[config.mk]
export PLATFORM = sky130hd
export DESIGN_NAME = bits_debounce
export DESIGN_NICKNAME = d
export VERILOG_FILES = /design/src/rtl/bits_debounce.sv
export SDC_FILE = /design/constraint.sdc
export NUM_CORES = 1
export LEC_CHECK = 0
export BUFFER_PORTS_ARGS = -buffer_cell sky130_fd_sc_hd__buf_2
export CAP_MARGIN = 20
export CORE_AREA = 2 2 39 41
export CTS_CLUSTER_DIAMETER = 150
export DETAILED_ROUTE_END_ITERATION = 12
export DIE_AREA = 0 0 41 43
export GPL_TIMING_DRIVEN = 0
export PLACE_DENSITY_LB_ADDON = 0.1
export SLEW_MARGIN = 30
export SYNTH_ARGS = -nofsm -noshare
export SYNTH_HDL_FRONTEND = slang
export SYNTH_SLANG_ARGS = --single-unit
[constraint.sdc]
create_clock -name i_clk -period 1.45 [get_ports i_clk]
set_input_delay 0.145 -clock i_clk [delete_from_list [all_inputs] [get_ports i_clk]]
set_output_delay 0.145 -clock i_clk [all_outputs]
set_load 0.005 [all_outputs]
[src/rtl/bits_debounce.sv]
// Per-bit debounce with registered level and one-cycle rise/fall pulses.
// Optional sticky edge flags when BITS_DEBOUNCE_STICKY_EN is defined.
module bits_debounce #(
   parameter int unsigned          BUS_WIDTH       = 1,
   parameter int unsigned          DEBOUNCE_CYCLES = 16,
   parameter logic [BUS_WIDTH-1:0] RESET_VAL       = '0
) (
   input  logic                 i_clk,
   input  logic                 i_rst,
   input  logic [BUS_WIDTH-1:0] i_data,
   output logic [BUS_WIDTH-1:0] o_level,
   output logic [BUS_WIDTH-1:0] o_rise,
   output logic [BUS_WIDTH-1:0] o_fall
`ifdef BITS_DEBOUNCE_STICKY_EN
   ,
   input  logic [BUS_WIDTH-1:0] i_evt_clr,
   output logic [BUS_WIDTH-1:0] o_evt_sticky
`endif
);

   localparam int unsigned    CW     = $clog2(DEBOUNCE_CYCLES + 1);
   localparam logic [CW-1:0] THRESH = CW'(DEBOUNCE_CYCLES - 1);

   logic [CW-1:0]        r_cnt     [BUS_WIDTH];
   logic [CW-1:0]        w_cnt_nxt [BUS_WIDTH];
   logic [BUS_WIDTH-1:0] w_lvl_nxt;
   logic [BUS_WIDTH-1:0] w_rise;
   logic [BUS_WIDTH-1:0] w_fall;

   // A differing sample advances the count; a matching sample restarts it.
   always_comb begin
      w_lvl_nxt = o_level;
      w_rise    = '0;
      w_fall    = '0;
      for (int i = 0; i < BUS_WIDTH; i++) begin
         w_cnt_nxt[i] = '0;
         if (i_data[i] != o_level[i]) begin
            if (r_cnt[i] == THRESH) begin
               w_lvl_nxt[i] = i_data[i];
               w_rise[i]    = i_data[i];
               w_fall[i]    = ~i_data[i];
            end else begin
               w_cnt_nxt[i] = r_cnt[i] + CW'(1);
            end
         end
      end
   end

   always_ff @(posedge i_clk or posedge i_rst) begin
      if (i_rst) begin
         r_cnt   <= '{default: '0};
         o_level <= RESET_VAL;
         o_rise  <= '0;
         o_fall  <= '0;
      end else begin
         r_cnt   <= w_cnt_nxt;
         o_level <= w_lvl_nxt;
         o_rise  <= w_rise;
         o_fall  <= w_fall;
      end
   end

`ifdef BITS_DEBOUNCE_STICKY_EN
   // Set on the pulse edge; set has priority over clear.
   always_ff @(posedge i_clk or posedge i_rst) begin
      if (i_rst) begin
         o_evt_sticky <= '0;
      end else begin
         o_evt_sticky <= (o_evt_sticky & ~i_evt_clr) | w_rise | w_fall;
      end
   end
`else
   // No sticky flag state in this build.
`endif

endmodule

==> impl_metrics.env <==
export IMPL_die_w_um=41
export IMPL_synth_fp_nets=29
export IMPL_drive_gt1_share_pct=32.4
export IMPL_antenna_left=0
export IMPL_slew_violations=0
export IMPL_layout_commonest_cell="dfrtp_1"
export IMPL_crit_buf_inv=0
export IMPL_via_count=212
export IMPL_clkPwrFrac_pct=36.3
export IMPL_core_area_um2=1380
export IMPL_seq_area_um2=200
export IMPL_path_max_fanout=5
export IMPL_pre_cts_ws_ns=0.243
export IMPL_drtIter0Drc=0
export IMPL_viasPerCell=4.24
export IMPL_critPathKind="flip-flop to flip-flop"
export IMPL_yosysWarnings=0
export IMPL_ctsLongestPathBuffers=2
export IMPL_cpMaxStageDelayCell="dfrtp_1"
export IMPL_tns_ns=0
export IMPL_period_share_pct=84.0
export IMPL_antennaDiodeCount=0
export IMPL_worstMarginPinSlew_ns=0.305
export IMPL_synthCells=25
export IMPL_min_period_ns=1.22
export IMPL_yosysSeqAreaShare_pct=59.5
export IMPL_grt_pass1_vias=237
export IMPL_overflow=0
export IMPL_critPathRequiredTime_ns=1.59
export IMPL_numCtsBuffers=3
export IMPL_grt_antenna_before_repair=0
export IMPL_vdd_ir_drop_max_v=0.000397
export IMPL_area_growth_pct=23.0
export IMPL_ys_ff_latch=8
export IMPL_fmax_mhz=821
export IMPL_clk_pin_slew_worst_paths_ns=0.05
export IMPL_power_share_sequential_pct=54.1
export IMPL_cts_tree="done"
export IMPL_p_leak_nw=0.249
export IMPL_rows=14
export IMPL_setup_violations=0
export IMPL_initial_core_util_pct=24.3
export IMPL_grt_usage_pct=9.64
export IMPL_multiInputGateArea_um2=133
export IMPL_slew_headroom_pct=79.7
export IMPL_critPathMaxStageDelay_ns=0.39
export IMPL_p_per_area_nw_per_um2=1130
export IMPL_route_detailed_drc=0
export IMPL_mostFrequentLayoutCells="8 x dfrtp_1, 5 x buf_2, 3 x xor2_1, 3 x clkbuf_4"
export IMPL_syn_area_per_cell_um2=13.5
export IMPL_fin_skew_ns=0.00283
export IMPL_status="completed"
export IMPL_power_switching_mw=0.113
export IMPL_switching_share_pct=24.1
export IMPL_h_tree_depth=1
export IMPL_die_area_um2=1760
export IMPL_maxCapViolCount=0
export IMPL_arrival_ns=1.35
export IMPL_grt_pass1_wl_um=1010
export IMPL_die_h_um=43
export IMPL_dr_pass1_iters=1
export IMPL_io_pins=6
export IMPL_root_buffer="clkbuf_4"
export IMPL_grt_max_degree=9
export IMPL_end_kind="flip-flop"
export IMPL_worstHoldPathType="input port to flip-flop"
export IMPL_rsz0062_at_grt="no"
export IMPL_synthesis_area_um2=337
export IMPL_intPower_mw=0.356
export IMPL_critPathTopFamily="flip-flops"
export IMPL_fillers=144
export IMPL_post_cts_buffers=0
export IMPL_drt_wl_total_um=570
export IMPL_avgRoutedWirePerCell_um=11.4
export IMPL_cts_sinks=8
export IMPL_fin_ws_ns=0.233
export IMPL_crit_path_cell_trace="ha_1 > nand4b_4 > mux2_4"
export IMPL_fin_nets=40
export IMPL_port_buffers=5
export IMPL_synth_cell_types=13
export IMPL_worstSkewPairLatency_ns=0.25
export IMPL_combPwrFrac_pct=9.5
export IMPL_hpwl_um=420
export IMPL_crit_path_start_kind="flip-flop"
export IMPL_hold_violations=0
export IMPL_gp_congestion=0.687
power groups by stage:
stage                     logic (mW)  clock network (mW)  registers (mW)
after global placement        0.0423                   0           0.257
after detailed placement      0.0430                   0           0.257
after global routing          0.0508               0.198           0.255
after floorplan               0.0312                   0           0.254
after CTS                     0.0459               0.179           0.253
final                         0.0447               0.170           0.254
cells in the mapped netlist:
| master | count | share of area (%) |
|---|---|---|
| inv_1 | 1 | 1.1 |
| nand2_1 | 2 | 2.2 |
| xor2_1 | 3 | 7.8 |
| and3_2 | 1 | 2.2 |
| nor2_1 | 2 | 2.2 |
| nand4b_4 | 1 | 7.1 |
| a31oi_1 | 1 | 1.9 |
| nor3b_1 | 2 | 4.5 |
| ha_1 | 1 | 3.7 |
| dfrtp_1 | 8 | 59 |
| mux2_4 | 1 | 4.5 |
| and2_1 | 1 | 1.9 |
| nand3_1 | 1 | 1.5 |
timing repair:
action / 4_1_cts / 5_1_grt
endpoints found under the hold margin: 8 / 0
gates resized for setup: 0 / 0
hold buffers: 1 / 0
kinds of logic after synthesis:
logic type / Yosys count / synth area share (%)
compound gates: 1 / 1.86
simple gates: 10 / 21.6
fa+ha+maj: 1 / 3.72
xor+xnor: 3 / 7.81
buf+inv: 1 / 1.11
mux: 1 / 4.46
flops: 8 / 59.5
final cells by class:
class	count	area share (%)
repair buffers	6	8.46
inverters	1	0.906
flip-flops and latches	8	48.3
clock buffers	3	5.44
well taps	16	4.83
multi-input cells	16	32.0
registers in the layout, indices dropped and copies added (netlist names):
register  cells
r_cnt         5
o_rise        1
o_level       1
o_fall        1
final timing paths:
path                       startpoint        to  slack [ns]  depth (start not counted)
max                          r_cnt[0]   o_level        0.23                          3
min                            i_data    o_fall        0.10                          2
max reg2reg                  r_cnt[0]   o_level        0.23                          3
min reg2reg                  r_cnt[0]  r_cnt[0]        0.47                          1
max in group asynchronous       i_rst   o_level        0.83                          3
min in group asynchronous       i_rst  r_cnt[0]        0.38                          3
per-stage QoR:
step | std cells | hold slack [ns] | total power [mW] | area [µm²] | util, %
3_5_place_dp | 46 | 0.106 | 0.300 | 382 | 27.6
2_1_floorplan | 25 | -0.0393 | 0.286 | 337 | -
5_1_grt | 50 | 0.0985 | 0.504 | 414 | 29.9
3_3_place_gp | 46 | 0.0990 | 0.299 | 382 | 27.6
4_1_cts | 50 | 0.0950 | 0.478 | 414 | 29.9
6_report | 50 | 0.101 | 0.469 | 414 | 29.9
per-layer routing:
metal  GRT usage, %  part of all wire (%)
met3           4.71                   4.4
met4           10.0                   3.9
met1           11.0                    44
met5              0                     0
met2           11.9                    47
No activity file was read; power rests on OpenSTA's default activity.
